[src/rtl/exec_unit_if.sv]
// ---------------------------------------------------------------------------
// Module   : exec_unit_if
// Purpose  : Operand, control and result bundle between the decode/forwarding
//            muxes and the execute-stage arithmetic core.
// Revision : 1.0 - initial release
// ---------------------------------------------------------------------------
`default_nettype none

interface exec_unit_if;
   logic [4:0]  Op;
   logic [3:0]  MemOp;
   logic [2:0]  XOp;
   logic [31:0] A;
   logic [31:0] B;
   logic [4:0]  Shamt;
   logic [15:0] Imm16;
   logic [31:0] PC;
   logic        Flush;
   logic [31:0] C;
   logic        OverFlow;
   logic        LoadEn;
   logic [3:0]  ByteEn;
   logic [31:0] StoreData;
   logic        LoadAlignErr;
   logic        StoreAlignErr;
   logic [31:0] HI;
   logic [31:0] LO;
   logic        Busy;

   // Pipeline side: drives operands/controls, observes results
   modport master (
      output Op, MemOp, XOp, A, B, Shamt, Imm16, PC, Flush,
      input  C, OverFlow, LoadEn, ByteEn, StoreData, LoadAlignErr,
             StoreAlignErr, HI, LO, Busy
   );

   // Execute core side
   modport slave (
      input  Op, MemOp, XOp, A, B, Shamt, Imm16, PC, Flush,
      output C, OverFlow, LoadEn, ByteEn, StoreData, LoadAlignErr,
             StoreAlignErr, HI, LO, Busy
   );
endinterface

`default_nettype wire

[src/rtl/exec_unit.sv]
// ---------------------------------------------------------------------------
// Module   : exec_unit
// Purpose  : MIPS execute-stage core: combinational ALU with signed overflow,
//            combinational load/store control, and a multi-cycle
//            multiply/divide unit with HI/LO registers.
//            The multiply/divide unit is only built when EXEC_MULDIV_EN is
//            defined; otherwise HI/LO/Busy are constant zero and XOp is
//            ignored.
// Revision : 1.0 - initial release
// ---------------------------------------------------------------------------
`default_nettype none

module exec_unit #(
   parameter int MUL_CYCLES = 4,
   parameter int DIV_CYCLES = 32
) (
   input logic        Clk,
   input logic        Clr,
   exec_unit_if.slave bus
);

   localparam logic [4:0] c_OP_ADD   = 5'd1;
   localparam logic [4:0] c_OP_ADDU  = 5'd2;
   localparam logic [4:0] c_OP_SUB   = 5'd3;
   localparam logic [4:0] c_OP_SUBU  = 5'd4;
   localparam logic [4:0] c_OP_AND   = 5'd5;
   localparam logic [4:0] c_OP_OR    = 5'd6;
   localparam logic [4:0] c_OP_XOR   = 5'd7;
   localparam logic [4:0] c_OP_NOR   = 5'd8;
   localparam logic [4:0] c_OP_SLT   = 5'd9;
   localparam logic [4:0] c_OP_SLTU  = 5'd10;
   localparam logic [4:0] c_OP_SLL   = 5'd11;
   localparam logic [4:0] c_OP_SRL   = 5'd12;
   localparam logic [4:0] c_OP_SRA   = 5'd13;
   localparam logic [4:0] c_OP_SLLV  = 5'd14;
   localparam logic [4:0] c_OP_SRLV  = 5'd15;
   localparam logic [4:0] c_OP_SRAV  = 5'd16;
   localparam logic [4:0] c_OP_ADDI  = 5'd17;
   localparam logic [4:0] c_OP_ADDIU = 5'd18;
   localparam logic [4:0] c_OP_ANDI  = 5'd19;
   localparam logic [4:0] c_OP_ORI   = 5'd20;
   localparam logic [4:0] c_OP_XORI  = 5'd21;
   localparam logic [4:0] c_OP_LUI   = 5'd22;
   localparam logic [4:0] c_OP_SLTI  = 5'd23;
   localparam logic [4:0] c_OP_SLTIU = 5'd24;
   localparam logic [4:0] c_OP_LINK  = 5'd25;
   localparam logic [4:0] c_OP_MFHI  = 5'd26;
   localparam logic [4:0] c_OP_MFLO  = 5'd27;

   localparam logic [3:0] c_MEM_LB  = 4'd1;
   localparam logic [3:0] c_MEM_LBU = 4'd2;
   localparam logic [3:0] c_MEM_LH  = 4'd3;
   localparam logic [3:0] c_MEM_LHU = 4'd4;
   localparam logic [3:0] c_MEM_LW  = 4'd5;
   localparam logic [3:0] c_MEM_SB  = 4'd6;
   localparam logic [3:0] c_MEM_SH  = 4'd7;
   localparam logic [3:0] c_MEM_SW  = 4'd8;

   logic [31:0] w_sext;
   logic [31:0] w_zext;
   logic [31:0] w_alu;
   logic [32:0] w_ovf_sum;
   logic [31:0] w_ea;
   logic        w_mem_act;
   logic [1:0]  w_addr;
   logic        w_load_en;
   logic        w_lerr;
   logic        w_serr;
   logic [3:0]  w_be;
   logic [31:0] w_sd;
   logic [31:0] w_hi;
   logic [31:0] w_lo;

   assign w_sext = {{16{bus.Imm16[15]}}, bus.Imm16};
   assign w_zext = {16'h0000, bus.Imm16};

   // ALU result selection by operation code
   always_comb begin
      w_alu = '0;
      case (bus.Op)
         c_OP_ADD, c_OP_ADDU:   w_alu = bus.A + bus.B;
         c_OP_SUB, c_OP_SUBU:   w_alu = bus.A - bus.B;
         c_OP_AND:              w_alu = bus.A & bus.B;
         c_OP_OR:               w_alu = bus.A | bus.B;
         c_OP_XOR:              w_alu = bus.A ^ bus.B;
         c_OP_NOR:              w_alu = ~(bus.A | bus.B);
         c_OP_SLT:              w_alu = {31'd0, $signed(bus.A) < $signed(bus.B)};
         c_OP_SLTU:             w_alu = {31'd0, bus.A < bus.B};
         c_OP_SLL:              w_alu = bus.B << bus.Shamt;
         c_OP_SRL:              w_alu = bus.B >> bus.Shamt;
         c_OP_SRA:              w_alu = $unsigned($signed(bus.B) >>> bus.Shamt);
         c_OP_SLLV:             w_alu = bus.B << bus.A[4:0];
         c_OP_SRLV:             w_alu = bus.B >> bus.A[4:0];
         c_OP_SRAV:             w_alu = $unsigned($signed(bus.B) >>> bus.A[4:0]);
         c_OP_ADDI, c_OP_ADDIU: w_alu = bus.A + w_sext;
         c_OP_ANDI:             w_alu = bus.A & w_zext;
         c_OP_ORI:              w_alu = bus.A | w_zext;
         c_OP_XORI:             w_alu = bus.A ^ w_zext;
         c_OP_LUI:              w_alu = {bus.Imm16, 16'h0000};
         c_OP_SLTI:             w_alu = {31'd0, $signed(bus.A) < $signed(w_sext)};
         c_OP_SLTIU:            w_alu = {31'd0, bus.A < w_sext};
         c_OP_LINK:             w_alu = bus.PC + 32'd8;
         c_OP_MFHI:             w_alu = w_hi;
         c_OP_MFLO:             w_alu = w_lo;
         default:               w_alu = '0;
      endcase
   end

   // 33-bit sign-extended sum for the trapping adds; overflow when the two top bits differ
   always_comb begin
      w_ovf_sum = '0;
      case (bus.Op)
         c_OP_ADD:  w_ovf_sum = {bus.A[31], bus.A} + {bus.B[31], bus.B};
         c_OP_SUB:  w_ovf_sum = {bus.A[31], bus.A} - {bus.B[31], bus.B};
         c_OP_ADDI: w_ovf_sum = {bus.A[31], bus.A} + {w_sext[31], w_sext};
         default:   w_ovf_sum = '0;
      endcase
   end

   assign bus.OverFlow = w_ovf_sum[32] ^ w_ovf_sum[31];

   // Memory ops replace the ALU result with the effective address
   assign w_mem_act = (bus.MemOp >= c_MEM_LB) && (bus.MemOp <= c_MEM_SW);
   assign w_ea      = bus.A + w_sext;
   assign bus.C     = w_mem_act ? w_ea : w_alu;
   assign w_addr    = w_ea[1:0];

   // Load enable, alignment checks, byte lanes and lane-replicated store data
   always_comb begin
      w_load_en = 1'b0;
      w_lerr    = 1'b0;
      w_serr    = 1'b0;
      w_be      = 4'b0000;
      w_sd      = bus.B;
      case (bus.MemOp)
         c_MEM_LB, c_MEM_LBU: w_load_en = 1'b1;
         c_MEM_LH, c_MEM_LHU: begin
            w_load_en = 1'b1;
            w_lerr    = w_addr[0];
         end
         c_MEM_LW: begin
            w_load_en = 1'b1;
            w_lerr    = |w_addr;
         end
         c_MEM_SB: begin
            w_be = 4'b0001 << w_addr;
            w_sd = {4{bus.B[7:0]}};
         end
         c_MEM_SH: begin
            w_serr = w_addr[0];
            w_be   = w_addr[0] ? 4'b0000 : (w_addr[1] ? 4'b1100 : 4'b0011);
            w_sd   = {2{bus.B[15:0]}};
         end
         c_MEM_SW: begin
            w_serr = |w_addr;
            w_be   = (|w_addr) ? 4'b0000 : 4'b1111;
         end
         default: w_load_en = 1'b0;
      endcase
   end

   assign bus.LoadEn        = w_load_en;
   assign bus.LoadAlignErr  = w_lerr;
   assign bus.StoreAlignErr = w_serr;
   assign bus.ByteEn        = w_be;
   assign bus.StoreData     = w_sd;

`ifdef EXEC_MULDIV_EN
   localparam int c_MAX_CYCLES = (DIV_CYCLES > MUL_CYCLES) ? DIV_CYCLES : MUL_CYCLES;
   localparam int c_CW         = $clog2(c_MAX_CYCLES) + 1;

   localparam logic [2:0] c_X_MULT  = 3'd1;
   localparam logic [2:0] c_X_MULTU = 3'd2;
   localparam logic [2:0] c_X_DIV   = 3'd3;
   localparam logic [2:0] c_X_DIVU  = 3'd4;
   localparam logic [2:0] c_X_MTHI  = 3'd5;
   localparam logic [2:0] c_X_MTLO  = 3'd6;

   logic            r_busy;
   logic [c_CW-1:0] r_cnt;
   logic [2:0]      r_xop;
   logic [31:0]     r_a;
   logic [31:0]     r_b;
   logic [31:0]     r_hi;
   logic [31:0]     r_lo;

   logic            w_start;
   logic            w_is_mul;
   logic            w_sdiv;
   logic [63:0]     w_prod;
   logic [31:0]     w_mag_a;
   logic [31:0]     w_mag_b;
   logic [31:0]     w_quo;
   logic [31:0]     w_rem;
   logic [31:0]     w_res_hi;
   logic [31:0]     w_res_lo;

   assign w_start  = (bus.XOp >= c_X_MULT) && (bus.XOp <= c_X_DIVU);
   assign w_is_mul = (bus.XOp == c_X_MULT) || (bus.XOp == c_X_MULTU);
   assign w_sdiv   = (r_xop == c_X_DIV);

   // Signed divide works on magnitudes; divisor forced non-zero since zero is special-cased
   assign w_mag_a = (w_sdiv && r_a[31]) ? (32'd0 - r_a) : r_a;
   assign w_mag_b = (r_b == 32'd0) ? 32'd1 :
                    ((w_sdiv && r_b[31]) ? (32'd0 - r_b) : r_b);
   assign w_quo   = w_mag_a / w_mag_b;
   assign w_rem   = w_mag_a % w_mag_b;

   // Result from the latched operands, captured into HI/LO when Busy falls
   always_comb begin
      w_prod   = '0;
      w_res_hi = r_hi;
      w_res_lo = r_lo;
      case (r_xop)
         c_X_MULT: begin
            w_prod   = {{32{r_a[31]}}, r_a} * {{32{r_b[31]}}, r_b};
            w_res_hi = w_prod[63:32];
            w_res_lo = w_prod[31:0];
         end
         c_X_MULTU: begin
            w_prod   = {32'd0, r_a} * {32'd0, r_b};
            w_res_hi = w_prod[63:32];
            w_res_lo = w_prod[31:0];
         end
         c_X_DIV, c_X_DIVU: begin
            if (r_b == 32'd0) begin
               w_res_lo = 32'hFFFF_FFFF;
               w_res_hi = r_a;
            end else if (w_sdiv) begin
               w_res_lo = (r_a[31] ^ r_b[31]) ? (32'd0 - w_quo) : w_quo;
               w_res_hi = r_a[31] ? (32'd0 - w_rem) : w_rem;
            end else begin
               w_res_lo = w_quo;
               w_res_hi = w_rem;
            end
         end
         default: w_prod = '0;
      endcase
   end

   // Accept, count down, deliver result; Flush abandons the op without touching HI/LO
   always_ff @(posedge Clk) begin
      if (!Clr) begin
         r_busy <= 1'b0;
         r_cnt  <= '0;
         r_xop  <= '0;
         r_a    <= '0;
         r_b    <= '0;
         r_hi   <= '0;
         r_lo   <= '0;
      end else if (bus.Flush) begin
         r_busy <= 1'b0;
         r_cnt  <= '0;
      end else if (r_busy) begin
         if (r_cnt == '0) begin
            r_busy <= 1'b0;
            r_hi   <= w_res_hi;
            r_lo   <= w_res_lo;
         end else begin
            r_cnt <= r_cnt - 1'b1;
         end
      end else if (w_start) begin
         r_busy <= 1'b1;
         r_xop  <= bus.XOp;
         r_a    <= bus.A;
         r_b    <= bus.B;
         r_cnt  <= w_is_mul ? c_CW'(MUL_CYCLES - 1) : c_CW'(DIV_CYCLES - 1);
      end else if (bus.XOp == c_X_MTHI) begin
         r_hi <= bus.A;
      end else if (bus.XOp == c_X_MTLO) begin
         r_lo <= bus.A;
      end
   end

   assign w_hi     = r_hi;
   assign w_lo     = r_lo;
   assign bus.Busy = r_busy;
`else
   logic w_unused;

   assign w_unused = ^{Clk, Clr, bus.XOp, bus.Flush};
   assign w_hi     = '0;
   assign w_lo     = '0;
   assign bus.Busy = 1'b0;
`endif

   assign bus.HI = w_hi;
   assign bus.LO = w_lo;

endmodule

`default_nettype wire

[src/flat_wrapper.sv]
// flat-port wrapper written by rule: the top's interface ports become plain ports
module exec_unit_flat 
#(
   parameter int MUL_CYCLES = 4,
   parameter int DIV_CYCLES = 32
)
  (Clk, Clr, bus_Op, bus_MemOp, bus_XOp, bus_A, bus_B, bus_Shamt, bus_Imm16, bus_PC, bus_Flush, bus_C, bus_OverFlow, bus_LoadEn, bus_ByteEn, bus_StoreData, bus_LoadAlignErr, bus_StoreAlignErr, bus_HI, bus_LO, bus_Busy);
  exec_unit_if bus_i ();
  input logic Clk;
  input logic Clr;
  input wire logic [$bits(bus_i.Op)-1:0] bus_Op;
  input wire logic [$bits(bus_i.MemOp)-1:0] bus_MemOp;
  input wire logic [$bits(bus_i.XOp)-1:0] bus_XOp;
  input wire logic [$bits(bus_i.A)-1:0] bus_A;
  input wire logic [$bits(bus_i.B)-1:0] bus_B;
  input wire logic [$bits(bus_i.Shamt)-1:0] bus_Shamt;
  input wire logic [$bits(bus_i.Imm16)-1:0] bus_Imm16;
  input wire logic [$bits(bus_i.PC)-1:0] bus_PC;
  input wire logic [$bits(bus_i.Flush)-1:0] bus_Flush;
  output wire logic [$bits(bus_i.C)-1:0] bus_C;
  output wire logic [$bits(bus_i.OverFlow)-1:0] bus_OverFlow;
  output wire logic [$bits(bus_i.LoadEn)-1:0] bus_LoadEn;
  output wire logic [$bits(bus_i.ByteEn)-1:0] bus_ByteEn;
  output wire logic [$bits(bus_i.StoreData)-1:0] bus_StoreData;
  output wire logic [$bits(bus_i.LoadAlignErr)-1:0] bus_LoadAlignErr;
  output wire logic [$bits(bus_i.StoreAlignErr)-1:0] bus_StoreAlignErr;
  output wire logic [$bits(bus_i.HI)-1:0] bus_HI;
  output wire logic [$bits(bus_i.LO)-1:0] bus_LO;
  output wire logic [$bits(bus_i.Busy)-1:0] bus_Busy;
  assign bus_i.Op = bus_Op;
  assign bus_i.MemOp = bus_MemOp;
  assign bus_i.XOp = bus_XOp;
  assign bus_i.A = bus_A;
  assign bus_i.B = bus_B;
  assign bus_i.Shamt = bus_Shamt;
  assign bus_i.Imm16 = bus_Imm16;
  assign bus_i.PC = bus_PC;
  assign bus_i.Flush = bus_Flush;
  assign bus_C = bus_i.C;
  assign bus_OverFlow = bus_i.OverFlow;
  assign bus_LoadEn = bus_i.LoadEn;
  assign bus_ByteEn = bus_i.ByteEn;
  assign bus_StoreData = bus_i.StoreData;
  assign bus_LoadAlignErr = bus_i.LoadAlignErr;
  assign bus_StoreAlignErr = bus_i.StoreAlignErr;
  assign bus_HI = bus_i.HI;
  assign bus_LO = bus_i.LO;
  assign bus_Busy = bus_i.Busy;
  exec_unit #(.MUL_CYCLES(MUL_CYCLES), .DIV_CYCLES(DIV_CYCLES)) u_core (.Clk(Clk), .Clr(Clr), .bus(bus_i));
endmodule
[config.mk]
export PLATFORM = sky130hd
export DESIGN_NAME = exec_unit_flat
export DESIGN_NICKNAME = d
export VERILOG_FILES = /design/src/rtl/exec_unit_if.sv /design/src/rtl/exec_unit.sv /design/src/flat_wrapper.sv
export SDC_FILE = /design/constraint.sdc
export NUM_CORES = 1
export LEC_CHECK = 0
export BUFFER_PORTS_ARGS = -buffer_cell sky130_fd_sc_hd__buf_2
export CORE_MARGIN = 2
export CORE_UTILIZATION = 35
export DETAILED_ROUTE_END_ITERATION = 10
export PLACE_DENSITY = 0.57
export SETUP_SLACK_MARGIN = 0.02
export SKIP_LAST_GASP = 1
export SYNTH_ARGS = -nofsm -noshare
export SYNTH_HDL_FRONTEND = slang
export SYNTH_SLANG_ARGS = --single-unit
[constraint.sdc]
create_clock -name vclk -period 6.3
set_input_delay 0.315 -clock vclk [all_inputs]
set_output_delay 0.315 -clock vclk [all_outputs]
set_load 0.005 [all_outputs]
---- After elaboration in Yosys (flattened, before gate mapping) ----
Cells that the tools add are included.
cells by class
  $add $sub $neg .......................... 7
  order comparisons ....................... 6
  equality and inequality tests ........... 33
  shifts and indexed selects .............. 7
  muxes and demuxes ....................... 11
  bitwise logic cells ..................... 8
  reduce and logical (&&, ||, !) cells .... 7
operator list
  cell                                            number
  one-hot mux 32 bit (22 select lines)            1
  one-hot mux 33 bit (3 select lines)             1
  < comparator 32 bit                             3
  adder 32 bit                                    2
  one-hot mux 32 bit (2 select lines)             1
  << shifter 32 x 5 -> 32 bit                     2
  right shift 32 x 5 -> 32 bit                    2
  >>> shifter 32 x 5 -> 32 bit                    2
  == test 5 bit (second input constant)           10
  == test 5 x 4 -> 1 bit (second input constant)  8
  adder 32 x 16 -> 33 bit                         1
  adder 32 x 32 -> 33 bit                         1
  subtractor 32 x 32 -> 33 bit                    1
  adder 32 x 4 -> 32 bit (second input constant)  1
  AND 32 x 16 -> 32 bit                           1
  AND 32 bit                                      1
  < comparator 32 x 16 -> 1 bit                   1
  two-way mux 32 bit                              1
  NOT 32 bit                                      1
  bitwise OR 32 x 16 -> 32 bit                    1
  bitwise OR 32 bit                               1
  subtractor 32 bit                               1
  bitwise XOR 32 x 16 -> 32 bit                   1
  bitwise XOR 32 bit                              1
  18 further kinds                                33
word-level totals
  bits in registers ....................... 0
  input port bits ......................... 132
  output and inout bits ................... 137
  word-level logic and storage cells ...... 79

---- Longest topological paths before layout ----
Gate-level depths: netlist (run 1).
  depth after elaboration ................. 4
  depth in mapped cells ................... 22
  mapped depth without buffers ............ 19

---- Least setup slack after synthesis (run 1) ----
OpenSTA, ideal clock, no wires.
  path type ............................... input -> output
  from .................................... in bus_Op[0]
  to ...................................... out bus_C[24]
  data arrival time ....................... 4.089 ns
  required time ........................... 5.985 ns
  path slack .............................. 1.896 ns
  cell stages on the path ................. 20
  path buffers ............................ 4
  cells stage by stage .................... buf_2 -> clkbuf_1 -> nand2_1 -> o21ai_0 -> and2_1 -> clkbuf_1 -> clkbuf_1 -> nor2_1 -> xnor2_1 -> ha_1 -> a21o_1 -> a211oi_1 -> nand2_1 -> a21boi_0 -> o21bai_1 -> a21oi_1 -> o21bai_1 -> a311oi_1 -> xnor2_1 -> a221o_1
between the ends
  cells in the longest elaborated chain, start to end .. 4
  elaborated cells between the ends (all ways) .. 30
  classes of those cells .................. eq/ne (25); mux (2); reduce/logical (3)
ends and longest elaborated chain
  item                                         line                RTL
  start: declaration                           flat_wrapper.sv:11  input wire logic [$bits(bus_i.Op)-1:0] bus_Op;
  == test 5 bit, or another cell as far along  exec_unit.sv:80     case (bus.Op)
  OR reduction 2 bit                           exec_unit.sv:80
  one-hot mux 32 bit (22 select lines) *       exec_unit.sv:80
  two-way mux 32 bit *                         exec_unit.sv:125    assign bus.C = w_mem_act ? w_ea : w_alu;
  end: declaration                             flat_wrapper.sv:20  output wire logic [$bits(bus_i.C)-1:0] bus_C;
Mark *: on every way between the ends. The rest lies on a longest branch, timed or not.

---- Final worst setup path (run 1) ----
  from .................................... in bus_B[8]
  to ...................................... out bus_C[29]
between the ends
  cells in the longest elaborated chain, start to end .. 3
  elaborated cells between the ends (all ways) .. 10
  classes of those cells .................. add/sub (2); shift (6); mux (2)
ends and longest elaborated chain
  item                                             line                RTL
  start: declaration                               flat_wrapper.sv:15  input wire logic [$bits(bus_i.B)-1:0] bus_B;
  subtractor 32 bit, or another cell as far along  exec_unit.sv:82     c_OP_SUB, c_OP_SUBU: w_alu = bus.A - bus.B;
  one-hot mux 32 bit (22 select lines) *           exec_unit.sv:80
  two-way mux 32 bit *                             exec_unit.sv:125
Marked as above.

==> impl_metrics.prom, run 1 <==
# TYPE chip_impl_metric gauge
chip_impl_metric{name="routed-via-count",unit=""} 21030
chip_impl_metric{name="crit_path_max_incr_delay",unit="ps"} 750
chip_impl_metric{name="start_util",unit="%"} 35.40
chip_impl_metric{name="post_cts_resize_count",unit=""} 0
chip_impl_metric{name="die_height",unit="um"} 223.5
chip_impl_metric{name="sequentialPowerShare",unit="%"} 0
chip_impl_metric{name="design.core.area",unit="um^2"} 47650
chip_impl_metric{name="syn_inst",unit=""} 2423
chip_impl_info{name="mostFrequentLayoutCell",value="sky130_fd_sc_hd__ha_1"} 1
chip_impl_metric{name="synth.yosys.seq_area_share",unit="%"} 0
chip_impl_info{name="worstHoldStart",value="bus_MemOp[1]"} 1
chip_impl_metric{name="wire_per_inst",unit="um"} 32.51
chip_impl_metric{name="drc_errors",unit=""} 0
chip_impl_metric{name="clock_buffers",unit=""} 0
chip_impl_metric{name="p_leak",unit="nW"} 8.611
chip_impl_info{name="timing_startpoint_of_the_critical_path",value="bus_B[8]"} 1
chip_impl_metric{name="timing_worst_slew_pin_value",unit="ps"} 1274
chip_impl_info{name="crit_end",value="bus_C[29]"} 1
chip_impl_metric{name="standard_cell_row_count",unit=""} 80
chip_impl_metric{name="fp.dieW",unit="um"} 223.5
chip_impl_metric{name="fp.dieArea",unit="um^2"} 49960
chip_impl_info{name="grt_setup_unrepaired",value="no"} 1
chip_impl_metric{name="clock.fmax",unit="MHz"} 172.8
chip_impl_info{name="most-common-layout-cells",value="sky130_fd_sc_hd__ha_1 (238), sky130_fd_sc_hd__nand2_1 (214), sky130_fd_sc_hd__buf_2 (198), sky130_fd_sc_hd__nor2_1 (187), sky130_fd_sc_hd__mux2i_1 (182)"} 1
chip_impl_metric{name="fin_hold_ws",unit="ps"} 976.7
chip_impl_info{name="end_kind",value="output port"} 1
chip_impl_metric{name="cellInternalPower",unit="mW"} 0.6227
chip_impl_metric{name="sequential_cell_total",unit=""} 0
chip_impl_metric{name="combinationalPowerShare",unit="%"} 100.0
chip_impl_metric{name="wire_length_of_the_first_global_routing_pass",unit="um"} 143000
chip_impl_info{name="critPathLaunchType",value="input pin"} 1
chip_impl_metric{name="finalWorstPathRequiredPeriod",unit="ps"} 5786
chip_impl_metric{name="yosys.cell_types.count",unit=""} 84
chip_impl_metric{name="cts.repair_timing.setup_buffer_count",unit=""} 0
chip_impl_metric{name="area.growth.synth_to_final",unit="%"} 9.259
chip_impl_metric{name="pwr_density_cell",unit="nW/um^2"} 101.3
chip_impl_metric{name="worst-endpoint-required",unit="ps"} 5980
chip_impl_info{name="path_class",value="in -> out"} 1
chip_impl_metric{name="max_slew_margin",unit="%"} 15.06
chip_impl_metric{name="drt.antenna.violating_nets",unit=""} 0
chip_impl_metric{name="finalSetupViolations",unit=""} 0
chip_impl_metric{name="gp_routability_congestion",unit=""} 1.059
chip_impl_metric{name="worst_ir_drop_vdd",unit="uV"} 44.49
chip_impl_metric{name="cp.arrival",unit="ps"} 5470
chip_impl_metric{name="mappedNetlistArea",unit="um^2"} 16860
chip_impl_metric{name="power_switching",unit="mW"} 1.245
chip_impl_metric{name="cp_max_fo",unit=""} 14
chip_impl_metric{name="share_of_total_power_consumed_by_net_switching",unit="%"} 66.65
chip_impl_metric{name="syn_area_cell",unit="um^2"} 6.960
chip_impl_metric{name="register_area",unit="um^2"} 0
chip_impl_metric{name="pin_count_of_the_biggest_net_entering_global_routing",unit=""} 41
chip_impl_metric{name="totalNegativeSetupSlack",unit="ps"} 0
chip_impl_metric{name="grt_overflow",unit=""} 0
chip_impl_metric{name="cts_hold_buf",unit=""} 0
chip_impl_metric{name="io_buffers",unit=""} 198
chip_impl_metric{name="final_max_slew_viols",unit=""} 0
chip_impl_metric{name="fin_crit_sh",unit="%"} 91.84
chip_impl_metric{name="pwr-share-clk",unit="%"} 0
chip_impl_metric{name="finalHoldViolCount",unit=""} 0
chip_impl_metric{name="vias_per_cell",unit=""} 6.665
chip_impl_metric{name="globalRouteTotalUtil",unit="%"} 39.25
chip_impl_metric{name="pin_count",unit=""} 269
chip_impl_info{name="crit_chain",value="buf_2 -> or4_1 -> or4_1 -> o21ai_0 -> xnor2_1 -> ha_1 -> o2111ai_1 -> a21o_1 -> o21ai_0 -> nand4_1 -> a31oi_1 -> nand4_1 -> mux2_2 -> o211a_1 -> o22ai_1 -> buf_2"} 1
chip_impl_metric{name="drc_marker_count_from_the_first_detailed_route_iteration",unit=""} 2813
chip_impl_metric{name="wl",unit="um"} 102600
chip_impl_info{name="outcome",value="completed"} 1
chip_impl_info{name="critical_path.slowest_cell",value="sky130_fd_sc_hd__o21ai_0"} 1
chip_impl_metric{name="max_cap_viols",unit=""} 0
chip_impl_metric{name="number_of_iterations_in_the_first_detailed_routing_pass",unit=""} 8
chip_impl_metric{name="grt_antenna_before_repair",unit=""} 8
chip_impl_metric{name="vias_in_the_first_global_route",unit=""} 19610
chip_impl_metric{name="final_net_count",unit=""} 2912
chip_impl_info{name="holdCritPathClass",value="in -> out"} 1
chip_impl_metric{name="place.detailed.hpwl",unit="um"} 82560
chip_impl_metric{name="proportion_of_layout_cells_with_a_drive_suffix_above_1",unit="%"} 14.30
chip_impl_metric{name="synth-warning-count",unit=""} 0
## power groups by stage
stage	registers (mW)	logic (mW)	clock network (mW)
6_report	0	1.87	0.0000000426
3_5_place_dp	0	1.78	0
3_3_place_gp	0	1.77	0
5_1_grt	0	1.95	0.0000000425
4_1_cts	0	1.79	0
2_1_floorplan	0	1.07	0
## metal layers
layer	up-vias	part of all wire, %	track usage [%]
li1	9119	-	-
met1	10120	40	51.48
met2	1440	42	60.25
met3	335	11	7.836
met4	10	6.8	21.33
met5	-	0.060	0
## cell usage after synthesis, types with 12 or more instances
cell type	number	share of area, %
sky130_fd_sc_hd__a2111oi_0	13	0.68
sky130_fd_sc_hd__a211oi_1	40	1.8
sky130_fd_sc_hd__a21o_1	59	2.6
sky130_fd_sc_hd__a21oi_1	178	5.3
sky130_fd_sc_hd__a221oi_1	34	1.8
sky130_fd_sc_hd__a22oi_1	42	1.9
sky130_fd_sc_hd__a31oi_1	25	0.93
sky130_fd_sc_hd__and2_1	15	0.56
sky130_fd_sc_hd__and3_1	28	1.0
sky130_fd_sc_hd__buf_2	26	0.77
sky130_fd_sc_hd__buf_4	79	3.5
sky130_fd_sc_hd__clkbuf_1	118	2.6
sky130_fd_sc_hd__ha_1	238	18
sky130_fd_sc_hd__inv_1	120	2.7
sky130_fd_sc_hd__mux2_2	22	1.5
sky130_fd_sc_hd__mux2i_1	185	11
sky130_fd_sc_hd__mux4_2	19	2.5
sky130_fd_sc_hd__nand2_1	214	4.8
sky130_fd_sc_hd__nand2b_1	23	0.85
sky130_fd_sc_hd__nand3_1	80	2.4
sky130_fd_sc_hd__nand4_1	22	0.82
sky130_fd_sc_hd__nor2_1	190	4.2
sky130_fd_sc_hd__nor2b_1	18	0.67
sky130_fd_sc_hd__nor3_1	41	1.2
sky130_fd_sc_hd__nor4_1	12	0.45
sky130_fd_sc_hd__o211ai_1	36	1.6
sky130_fd_sc_hd__o21ai_0	154	4.6
sky130_fd_sc_hd__o21bai_1	17	0.76
sky130_fd_sc_hd__o221ai_1	16	0.83
sky130_fd_sc_hd__o22ai_1	45	1.7
sky130_fd_sc_hd__xnor2_1	82	4.3
sky130_fd_sc_hd__xor2_1	38	2.0
## worst min path at each step
| stage | end | slack, ps | cells after the start |
|---|---|---|---|
| floorplan | bus_LoadEn | 690 | 1 |
| global placement | bus_LoadEn | 960 | 3 |
| detailed placement | bus_LoadEn | 970 | 3 |
| CTS | bus_LoadEn | 970 | 3 |
| global route | bus_LoadEn | 1010 | 3 |
| finish | bus_LoadEn | 980 | 3 |
## per-stage QoR
stage / utilization (%) / area, um^2 / setup slack [ps] / cells / total power, mW
5_1_grt: 38.67 / 18430 / 335.4 / 3155 / 1.950
6_report: 38.67 / 18430 / 513.8 / 3155 / 1.867
3_3_place_gp: 38.66 / 18420 / 877.4 / 3153 / 1.772
4_1_cts: 38.66 / 18420 / 784.8 / 3153 / 1.789
2_1_floorplan: - / 17110 / 1896 / 2487 / 1.074
3_5_place_dp: 38.66 / 18420 / 828.1 / 3153 / 1.781
## kinds of logic after synthesis
family / count (synthesis) / synth area share [%]
compound gates: 777 / 30.68
xor+xnor: 120 / 6.232
fa+ha+maj: 240 / 17.89
buf+inv: 358 / 10.10
mux: 230 / 15.30
other cells: 1 / 0.02224
simple gates: 697 / 19.77
## critical path: cells and delay by family
| family | cells | cell delay [ps] |
|---|---|---|
| multiplexers | 1 | 310 |
| buffers and inverters | 2 | 400 |
| XOR/XNOR | 1 | 100 |
| adder cells (fa/ha/maj) | 1 | 400 |
| AND/OR/NAND/NOR | 4 | 1680 |
| AO/OA/AOI/OAI | 7 | 2240 |
## cell type report
| class | instances | area (um^2) |
|---|---|---|
| Antenna cell | 2 | 5.005 |
| Tap cell | 615 | 769.5 |
| Inverter | 122 | 457.9 |
| Timing Repair Buffer | 287 | 1684 |
| Fill cell | 5134 | 29220 |
| Multi-Input combinational cell | 2129 | 15510 |
Note: power is estimated with default switching activity, not from simulation.
==> run 2: changes to the inputs <==
- RECOVER_POWER: default -> 25
==> run 2 against run 1 <==
Core utilization decreased by 0.066 points. Power decreased by 0.12%. Clock-buffer cell count unchanged. First-iteration DRC count decreased by 3.5%. Cell count unchanged. Via count increased by 0.20%. Die area unchanged. Fmax decreased by 2.7%. Non-clock buffer count unchanged. Combinational power about the same. Sequential share of layout area unchanged. Cell area decreased by 0.17%. Critical path type unchanged. Largest power group unchanged.
==> impl_metrics.prom, run 2 (synthesis results as in run 1) <==
# TYPE chip_impl_metric gauge
chip_impl_metric{name="clock.fmax",unit="MHz"} 168.2
chip_impl_metric{name="max_cap_viols",unit=""} 0
chip_impl_metric{name="grt_antenna_before_repair",unit=""} 8
chip_impl_metric{name="grt_overflow",unit=""} 0
chip_impl_metric{name="final_net_count",unit=""} 2912
chip_impl_info{name="path_class",value="in -> out"} 1
chip_impl_metric{name="io_buffers",unit=""} 198
chip_impl_metric{name="timing_worst_slew_pin_value",unit="ps"} 1357
chip_impl_metric{name="gp_routability_congestion",unit=""} 1.059
chip_impl_metric{name="post-route-util",unit="%"} 38.61
chip_impl_info{name="critPathLaunchType",value="input pin"} 1
chip_impl_metric{name="max_slew_margin",unit="%"} 9.521
chip_impl_info{name="outcome",value="completed"} 1
chip_impl_metric{name="cp.arrival",unit="ps"} 5630
chip_impl_metric{name="worst_ir_drop_vdd",unit="uV"} 43.98
chip_impl_info{name="worstHoldStart",value="bus_MemOp[1]"} 1
chip_impl_metric{name="start_util",unit="%"} 35.40
chip_impl_metric{name="totalNegativeSetupSlack",unit="ps"} 0
chip_impl_metric{name="final_max_slew_viols",unit=""} 0
chip_impl_metric{name="hold_path_depth",unit=""} 3
chip_impl_metric{name="fp.dieArea",unit="um^2"} 49960
chip_impl_metric{name="pwr-share-clk",unit="%"} 0
chip_impl_metric{name="pin_count_of_the_biggest_net_entering_global_routing",unit=""} 41
chip_impl_metric{name="cts_hold_buf",unit=""} 0
chip_impl_info{name="end_kind",value="output port"} 1
chip_impl_metric{name="design.core.area",unit="um^2"} 47650
chip_impl_metric{name="finalWorstPathRequiredPeriod",unit="ps"} 5946
chip_impl_metric{name="worst-endpoint-required",unit="ps"} 5980
chip_impl_info{name="most-common-layout-cells",value="sky130_fd_sc_hd__ha_1 (238), sky130_fd_sc_hd__nand2_1 (214), sky130_fd_sc_hd__nor2_1 (187), sky130_fd_sc_hd__buf_2 (185), sky130_fd_sc_hd__mux2i_1 (182)"} 1
chip_impl_metric{name="cts.repair_timing.setup_buffer_count",unit=""} 0
chip_impl_metric{name="cellInternalPower",unit="mW"} 0.6203
chip_impl_metric{name="pwr_density_cell",unit="nW/um^2"} 101.4
chip_impl_metric{name="sequential_cell_total",unit=""} 0
chip_impl_metric{name="area.growth.synth_to_final",unit="%"} 9.073
chip_impl_info{name="worst_hold_endpoint",value="bus_LoadEn"} 1
chip_impl_metric{name="drc_errors",unit=""} 0
chip_impl_metric{name="share_of_total_power_consumed_by_net_switching",unit="%"} 66.74
chip_impl_metric{name="fin_crit_sh",unit="%"} 94.37
chip_impl_metric{name="number_of_iterations_in_the_first_detailed_routing_pass",unit=""} 10
chip_impl_metric{name="fp.dieW",unit="um"} 223.5
chip_impl_info{name="mostFrequentLayoutCell",value="sky130_fd_sc_hd__ha_1"} 1
chip_impl_metric{name="totalPowerFinal",unit="mW"} 1.865
chip_impl_info{name="holdCritPathClass",value="in -> out"} 1
chip_impl_metric{name="register_area",unit="um^2"} 0
chip_impl_metric{name="routed-via-count",unit=""} 21070
chip_impl_metric{name="proportion_of_layout_cells_with_a_drive_suffix_above_1",unit="%"} 13.63
chip_impl_metric{name="cp_max_fo",unit=""} 14
chip_impl_info{name="critical_path.slowest_cell",value="sky130_fd_sc_hd__o21ai_0"} 1
chip_impl_metric{name="die_height",unit="um"} 223.5
chip_impl_metric{name="standard_cell_row_count",unit=""} 80
chip_impl_metric{name="place.detailed.hpwl",unit="um"} 82560
chip_impl_metric{name="vias_in_the_first_global_route",unit=""} 19610
chip_impl_metric{name="wire_length_of_the_first_global_routing_pass",unit="um"} 143000
chip_impl_metric{name="fin_hold_ws",unit="ps"} 977.6
chip_impl_metric{name="drt.antenna.violating_nets",unit=""} 0
chip_impl_metric{name="wl",unit="um"} 102700
chip_impl_metric{name="vias_per_cell",unit=""} 6.678
chip_impl_metric{name="drc_marker_count_from_the_first_detailed_route_iteration",unit=""} 2715
chip_impl_metric{name="clock_buffers",unit=""} 0
chip_impl_metric{name="final.fill_count",unit=""} 5145
chip_impl_metric{name="post_cts_resize_count",unit=""} 0
chip_impl_metric{name="power_switching",unit="mW"} 1.245
chip_impl_metric{name="wire_per_inst",unit="um"} 32.55
chip_impl_metric{name="finalSetupViolations",unit=""} 0
chip_impl_metric{name="pin_count",unit=""} 269
chip_impl_metric{name="combinationalPowerShare",unit="%"} 100.0
chip_impl_metric{name="sequentialPowerShare",unit="%"} 0
chip_impl_info{name="crit_chain",value="clkbuf_1 -> inv_1 -> ha_1 -> nand3_1 -> nor3_1 -> buf_4 -> a31oi_1 -> xnor2_1 -> ha_1 -> o2111ai_1 -> a21o_1 -> o21ai_0 -> nand4_1 -> a31oi_1 -> nand4_1 -> mux2_2 -> o211a_1 -> o22ai_1 -> buf_2"} 1
chip_impl_metric{name="crit_path_max_incr_delay",unit="ps"} 750
chip_impl_info{name="grt_setup_unrepaired",value="no"} 1
chip_impl_metric{name="finalHoldViolCount",unit=""} 0
chip_impl_metric{name="globalRouteTotalUtil",unit="%"} 39.25
chip_impl_metric{name="p_leak",unit="nW"} 8.559
==> run 2: changes by cell type in the layout (fill, tap and decap cells not counted), sizes merged <==
cell | previous run | this run
clkbuf | 0 | 17
buf | 287 | 270
==> run 2: power by group through the flow <==
| stage | sequential [mW] | combinational [mW] | clock (mW) |
|---|---|---|---|
| floorplan | 0 | 1.07 | 0 |
| global placement | 0 | 1.77 | 0 |
| detailed placement | 0 | 1.78 | 0 |
| CTS | 0 | 1.79 | 0 |
| global route | 0 | 1.95 | 0.0000000425 |
| finish | 0 | 1.87 | 0.0000000426 |
==> run 2: final cells by class <==
cell class	instances	area, um^2	share of cell area (%)
tap	615	769.5	4.183
timing repair buffer	287	1653	8.985
multi-input combinational	2129	15510	84.32
inverter	122	457.9	2.489
antenna	2	5.005	0.02721
==> run 2: how the worst max path moves through the flow <==
stage	from	cells past startpoint	slack, ps	end
CTS	bus_B[8]	16	780	bus_C[29]
global route	bus_B[0]	19	210	bus_C[29]
detailed placement	bus_B[8]	16	830	bus_C[29]
floorplan	bus_Op[0]	20	1900	bus_C[24]
global placement	bus_B[8]	16	880	bus_C[29]
finish	bus_B[0]	19	350	bus_C[29]
==> run 2: metrics by stage <==
stage | instance area, um^2 | std cells | worst slack, ps
CTS | 18420 | 3153 | 784.8
global placement | 18420 | 3153 | 877.4
detailed placement | 18420 | 3153 | 828.1
floorplan | 17110 | 2487 | 1896
global route | 18400 | 3155 | 211.0
finish | 18400 | 3155 | 354.5
==> run 2: metal layers <==
layer	wire length [um]	global-route usage [%]
met2	43450	60.25
met1	41420	51.48
met5	62	0
met3	10880	7.836
met4	6893	21.33
==> run 2: worst max-delay path, delay by kind of cell <==
family	cells	cell delay [ps]
AO/OA/AOI/OAI	7	2150
XOR/XNOR	1	100
adder cells (fa/ha/maj)	2	740
buffers and inverters	4	1440
multiplexers	1	310
AND/OR/NAND/NOR	4	550
